$ cat src/rtl/overflow_exception_unit.sv
// Raises the MIPS arithmetic-overflow exception (Ov) from the EX stage and handles EXL/ERET redirects.
// Optional masked-overflow counter enabled by defining OVF_MASKED_COUNT_EN.
module overflow_exception_unit #(
    parameter int unsigned       DATA_W      = 32,
    parameter logic [DATA_W-1:0] EXC_VECTOR  = 32'h80000180,
    parameter logic [4:0]        EXC_CODE_OV = 5'd12,
    parameter int unsigned       CNT_W       = 16
) (
    input  logic              clk,
    input  logic              reset,
    input  logic              ex_valid,
    input  logic              ex_ovf_en,
    input  logic              ex_overflow,
    input  logic [DATA_W-1:0] ex_pc,
    input  logic              stall,
    input  logic              eret,
    output logic              ex_kill,
    output logic              flush,
    output logic              redirect_valid,
    output logic [DATA_W-1:0] redirect_pc,
    output logic [DATA_W-1:0] epc,
    output logic [4:0]        cause_code,
    output logic              exl,
    output logic [CNT_W-1:0]  exc_count
`ifdef OVF_MASKED_COUNT_EN
    ,
    output logic [CNT_W-1:0]  masked_count
`endif
);

    typedef enum logic [1:0] {
        ST_IDLE    = 2'd0,
        ST_TAKE    = 2'd1,
        ST_HANDLER = 2'd2,
        ST_RETURN  = 2'd3
    } state_e;

    localparam logic [CNT_W-1:0] CNT_MAX = '1;
    localparam logic [CNT_W-1:0] CNT_ONE = {{(CNT_W-1){1'b0}}, 1'b1};

    state_e            state_q, state_d;
    logic [DATA_W-1:0] epc_q, epc_d;
    logic [4:0]        cause_q, cause_d;
    logic              exl_q, exl_d;
    logic [CNT_W-1:0]  exc_count_q, exc_count_d;
    logic              flush_q, flush_d;
    logic              redirect_valid_q, redirect_valid_d;
    logic [DATA_W-1:0] redirect_pc_q, redirect_pc_d;

    logic ovf_req;
    logic trigger;

    // An overflow request is a trapping, real, advancing instruction that overflowed;
    // it only becomes an exception when no exception is already in flight.
    always_comb begin
        ovf_req = ex_valid & ex_ovf_en & ex_overflow & ~stall;
        trigger = ovf_req & ~exl_q & (state_q == ST_IDLE);
        ex_kill = trigger & ~reset;
    end

    always_comb begin
        state_d     = state_q;
        epc_d       = epc_q;
        cause_d     = cause_q;
        exl_d       = exl_q;
        exc_count_d = exc_count_q;
        case (state_q)
            ST_IDLE: begin
                if (trigger) begin
                    state_d = ST_TAKE;
                    epc_d   = ex_pc;
                    cause_d = EXC_CODE_OV;
                    exl_d   = 1'b1;
                    if (exc_count_q != CNT_MAX) begin
                        exc_count_d = exc_count_q + CNT_ONE;
                    end
                end
            end
            ST_TAKE: begin
                state_d = ST_HANDLER;
            end
            ST_HANDLER: begin
                // eret beats a same-cycle overflow, which is masked by exl anyway
                if (eret) begin
                    exl_d   = 1'b0;
                    state_d = ST_RETURN;
                end
            end
            ST_RETURN: begin
                state_d = ST_IDLE;
            end
            default: begin
                state_d = ST_IDLE;
            end
        endcase
    end

    // redirect_valid is a one-cycle command with no ready: the PC logic must load
    // redirect_pc in the cycle redirect_valid is high; redirect_pc reads 0 otherwise.
    always_comb begin
        flush_d          = 1'b0;
        redirect_valid_d = 1'b0;
        redirect_pc_d    = '0;
        if (state_d == ST_TAKE) begin
            flush_d          = 1'b1;
            redirect_valid_d = 1'b1;
            redirect_pc_d    = EXC_VECTOR;
        end else if (state_d == ST_RETURN) begin
            flush_d          = 1'b1;
            redirect_valid_d = 1'b1;
            redirect_pc_d    = epc_d;
        end
    end

    always_ff @(posedge clk) begin
        if (reset) begin
            state_q          <= ST_IDLE;
            epc_q            <= '0;
            cause_q          <= '0;
            exl_q            <= 1'b0;
            exc_count_q      <= '0;
            flush_q          <= 1'b0;
            redirect_valid_q <= 1'b0;
            redirect_pc_q    <= '0;
        end else begin
            state_q          <= state_d;
            epc_q            <= epc_d;
            cause_q          <= cause_d;
            exl_q            <= exl_d;
            exc_count_q      <= exc_count_d;
            flush_q          <= flush_d;
            redirect_valid_q <= redirect_valid_d;
            redirect_pc_q    <= redirect_pc_d;
        end
    end

`ifdef OVF_MASKED_COUNT_EN
    logic [CNT_W-1:0] masked_count_q, masked_count_d;

    // Overflows that were suppressed because an exception was already in progress
    always_comb begin
        masked_count_d = masked_count_q;
        if (ovf_req & ~trigger & (masked_count_q != CNT_MAX)) begin
            masked_count_d = masked_count_q + CNT_ONE;
        end
    end

    always_ff @(posedge clk) begin
        if (reset) begin
            masked_count_q <= '0;
        end else begin
            masked_count_q <= masked_count_d;
        end
    end

    assign masked_count = masked_count_q;
`endif

    assign flush          = flush_q;
    assign redirect_valid = redirect_valid_q;
    assign redirect_pc    = redirect_pc_q;
    assign epc            = epc_q;
    assign cause_code     = cause_q;
    assign exl            = exl_q;
    assign exc_count      = exc_count_q;

endmodule
$ cat config.mk
export PLATFORM = sky130hd
export DESIGN_NAME = overflow_exception_unit
export DESIGN_NICKNAME = d
export VERILOG_FILES = /design/src/rtl/overflow_exception_unit.sv
export SDC_FILE = /design/constraint.sdc
export NUM_CORES = 1
export LEC_CHECK = 0
export ABC_CLOCK_PERIOD_IN_PS = 3200
export BUFFER_PORTS_ARGS = -buffer_cell sky130_fd_sc_hd__buf_2
export CORE_ASPECT_RATIO = 1.1
export CORE_MARGIN = 3
export CORE_UTILIZATION = 35
export DETAILED_ROUTE_END_ITERATION = 7
export SYNTH_ARGS = -nofsm -noshare
export SYNTH_HDL_FRONTEND = slang
export SYNTH_SLANG_ARGS = --single-unit
$ cat constraint.sdc
create_clock -name clk -period 3.2 [get_ports clk]
set_input_delay 0.48 -clock clk [delete_from_list [all_inputs] [get_ports clk]]
set_output_delay 0.48 -clock clk [all_outputs]
set_load 0.1 [all_outputs]
# Word-level counts from Yosys, hierarchy flattened
# Cells that the tools add are included.
[totals]
word_cells = 45
inputBits = 39
reg_bits = 85
[op_classes]
addsub = 1
reduce_logical = 6
eq_ne = 8
bitwise_logic = 10
muxes = 12
[ops]
columns = ["op", "count"]
rows = [
  ["32-bit 2-to-1 mux", 4],
  ["16-bit by 1-bit adder with 16-bit output (second input constant)", 1],
  ["16-bit != test (second input constant)", 1],
  ["2-bit case mux with 4 select lines", 1],
  ["1-bit bitwise AND", 6],
  ["2-bit equality test (second input constant)", 3],
  ["3-bit AND reduction", 2],
  ["2-bit by 1-bit equality test with 1-bit output (second input constant)", 2],
  ["1-bit 2-to-1 mux", 4],
  ["2-bit 2-to-1 mux", 2],
  ["2-bit != test (second input constant)", 2],
  ["1-bit inverter", 4],
  ["3-bit OR reduction", 1],
  ["2-bit logical NOT", 1],
  ["1-bit case mux with 2 select lines", 1],
  ["2-bit AND reduction", 1],
  ["2-bit nonzero test", 1],
]

# Logic depth before layout (Yosys ltp)
[depth]
word_depth = 10
mapped_depth = 8
mapped_depth_nobuf = 6

# Least setup slack after synthesis
# Ideal clock, no wire load.
[synth_path]
path_type = "flip-flop to output port"
startpoint = "register exl_q (netlist: exl)"
endpoint = "output ex_kill"
path_slack_ns = -0.040
required_ns = 2.720
t_arrival_ns = 2.760
path_stages_with_launch = 6
path_buffers = 2
path_cell_list = "dfxtp_1 -> and4bb_1 -> nand2_1 -> buf_2 -> buf_2 -> nor2_1"
[synth_between]
elab_chain_len = 4
[synth_rtl]
columns = ["item", "line", "source"]
rows = [
  ["start, declared", "44", "logic exl_q, exl_d;"],
  ["start signal, assigned", "129", "exl_q <= exl_d;"],
  ["1-bit inverter", "57", "trigger = ovf_req & ~exl_q & (state_q == ST_IDLE);"],
  ["1-bit bitwise AND (2 in series)", "57", ""],
  ["1-bit bitwise AND", "58", "ex_kill = trigger & ~reset;"],
  ["end, declared", "17", "output logic ex_kill,"],
]
# No other way between the ends.

# Worst setup path in the final report
[layout_path]
startpoint = "register state_q[0]"
endpoint = "output ex_kill"
[layout_between]
elab_chain_len = 3
[layout_rtl]
columns = ["item", "line", "source"]
rows = [
  ["start, declared", "41", "state_e state_q, state_d;"],
  ["start signal, assigned", "126", "state_q <= state_d;"],
  ["2-bit logical NOT", "57", ""],
  ["1-bit bitwise AND", "57", ""],
  ["1-bit bitwise AND", "58", ""],
]
# No other way between the ends.

==> flow_summary.yaml <==
status:
  status: "completed"
drt:
  routed_wl_mm: 7.54
  ant_nets: 0
  vias: 2567
  wl_per_cell_um: 13.8
  drt_iter0_markers: 68
  drt-vias-per-instance: 4.68
  drc: 0
  firstDrtPassIters: 4
critical_path:
  reg2reg_to: "exc_count[4]"
  reg2reg_depth: 7
  cp-end-kind: "output port"
  required_ns: 2.72
  regToRegStartpoint: "state_q[0]"
  cp_max_fo: 14
  cp-start-kind: "flop"
  startpoint: "state_q[0]"
  crit_type: "reg -> out"
  path_cells: "inv_1 > ha_1 > and4bb_1 > nand2_2 > nor2_2 > buf_2"
  r2r_slack_ns: 1.13
  cp.arrival_ns: 1.94
  endpoint: "ex_kill"
  cp_slowest_cell: "buf_2"
  slowest_delay_ns: 0.44
clocking:
  cts_resized: 0
  clk_latency_ns: 0.35
  clkSinkCount: 85
  root_buffer: "clkbuf_8"
  clk_pin_slew_worst_paths_ns: 0.08
  postCtsSetupBuffers: 0
  cts_tree: "done"
  cts_buffers: 9
  cts_buffer_depth: 2
  h-tree-depth: 3
  ctsHoldBuffers: 0
power_and_ir_drop:
  leakage_nw: 2.02
  vdd_ir_drop_max_uv: 262
  power_mw: 2.39
  p_per_area_nw_per_um2: 604
grt:
  grt_max_degree: 33
  grt_pass1_vias: 2496
  grt_use_total_pct: 15.2
  antenna_found_initial: 0
  grt_pass1_wl_mm: 11.9
  grt-ovfl-total: 0
place:
  gp_congestion: 0.832
  placed_area_um2: 3780
  port-buffer-count: 124
  hpwl_mm: 5.34
sta:
  maxSlewViolCount: 0
  rsz0062_at_grt: "no"
  hold_viol: 0
  setup_viol: 0
  fmax_mhz: 414
  tns_ns: 0
  period_share_pct: 75.5
  skew_ns: 0.00814
  period_needed_ns: 2.42
  slew_headroom_pct: 52.6
  worst_pin_slew_ns: 0.711
finish:
  final_net_count: 475
  synthToLayoutAreaGrowth_pct: 28.4
  finalInstanceArea_um2: 3960
  final_common_cell: "buf_2"
  fill_cells: 852
  antenna_cells: 0
  layout_common_cells: "124 x buf_2, 85 x dfxtp_1, 75 x nor2_1, 32 x mux2i_1, 11 x a21oi_1"
  drive_above_1_share_pct: 36.4
yosys:
  synth_cell_types: 37
  netlist_area_um2: 3080
  avgSynthCellArea_um2: 9.88
  yosysSeqAreaShare_pct: 55.2
  synth-seq-cells: 85
  syn_inst: 312
  ys_warn_count: 0
die:
  die_height_um: 104
  die_x_um: 95.5
  core_um2: 8500
  pin_count: 128
  initial_core_util_pct: 36.3
  row_count: 35
  dieArea_um2: 9970
worst_hold_path:
  hold_class: "in -> reg"
  hold_start: "reset"
job:
  drv_cap: 0
## how the worst min path moves through the flow
| stage | to | slack [ns] | cells after the start |
|---|---|---|---|
| after floorplan | state_q[1] | 0.56 | 1 |
| after detailed placement | cause_code[2] | 0.49 | 2 |
| after global placement | cause_code[2] | 0.48 | 2 |
| after CTS | state_q[1] | 0.35 | 2 |
| final | state_q[1] | 0.37 | 2 |
| after global routing | state_q[1] | 0.37 | 2 |
## critical path: cells and delay by family, from the launching register on
kind / cells / cell delay [ns]
simple gates: 3 / 0.57
flops: 1 / 0.32
buf+inv: 2 / 0.53
fa+ha+maj: 1 / 0.16
## report_power, final
part           internal [mW]  switching, mW
combinational          0.111          0.466
clock                  0.308          0.383
sequential              1.10         0.0201
total                   1.52          0.870
## synth_stat cells
library cell / n / share of area [%]
buf_4: 5 / 1.2
nor4_2: 1 / 0.41
or3b_2: 1 / 0.28
nand3_2: 1 / 0.32
nor2_1: 76 / 9.3
nand4_1: 5 / 1.0
buf_1: 1 / 0.12
nor3_1: 1 / 0.16
nand3_1: 7 / 1.1
and4bb_1: 1 / 0.41
nor4_1: 6 / 1.2
or2_2: 1 / 0.20
dfxtp_1: 85 / 55
mux2i_1: 32 / 10
and2_1: 2 / 0.41
a31oi_1: 1 / 0.20
and3_2: 1 / 0.24
o21ai_0: 3 / 0.49
buf_2: 8 / 1.3
clkbuf_1: 8 / 0.97
o21a_1: 1 / 0.24
nand3b_1: 1 / 0.24
nor4b_1: 2 / 0.57
nand4_2: 1 / 0.41
conb_1: 1 / 0.12
nor2b_1: 9 / 1.8
or4_1: 6 / 1.5
inv_1: 5 / 0.61
ha_1: 4 / 1.6
nand2_1: 7 / 0.85
mux2_2: 7 / 2.6
a21oi_1: 11 / 1.8
and3_1: 1 / 0.20
or3_1: 2 / 0.41
or4_4: 1 / 0.37
a311oi_1: 1 / 0.28
o31ai_1: 6 / 1.5
## cells by family (layout without fill, tap and decap cells)
logic type / after synthesis / count (layout) / synth area share [%]
mux: 39 / 39 / 13.0
flops: 85 / 85 / 55.2
compound gates: 23 / 23 / 4.47
buf+inv: 27 / 150 / 4.22
other cells: 1 / 3 / 0.122
simple gates: 133 / 133 / 21.4
fa+ha+maj: 4 / 4 / 1.62
## metal layers
layer	vias up	wire length, um	GRT usage, %	share of wire, %
met1	1164	3290	18.9	44
met5	-	0	0	0
met2	97	3490	24.1	46
li1	1296	-	-	-
met3	10	643	4.78	8.5
met4	0	121	6.50	1.6
## per-stage QoR
| stage | worst slack [ns] | hold slack, ns | utilization, % | instances |
|---|---|---|---|---|
| floorplan | 0.426 | 0.559 | - | 314 |
| global placement | 1.06 | 0.479 | 44.5 | 532 |
| detailed placement | 1.07 | 0.495 | 44.5 | 532 |
| CTS | 0.748 | 0.349 | 46.6 | 548 |
| global route | 0.605 | 0.367 | 46.6 | 548 |
| finish | 0.785 | 0.370 | 46.6 | 548 |
## final cells by class
cell class,count,area [um^2],share of cell area (%)
Clock buffer,12,145,3.67
Multi-Input combinational cell,202,1260,31.9
Sequential cell,85,1700,43.0
Timing Repair Buffer,129,658,16.6
Tap cell,111,139,3.51
Inverter,5,18.8,0.474
Clock inverter,4,32.5,0.822
## registers in the layout (all words and copies together), names as in the netlist
signal and cells:
cause_code 1, state_q 2, epc 32, redirect_pc 32, redirect_valid 1, exc_count 16, exl 1
Note: power is estimated with default switching activity, not from simulation.
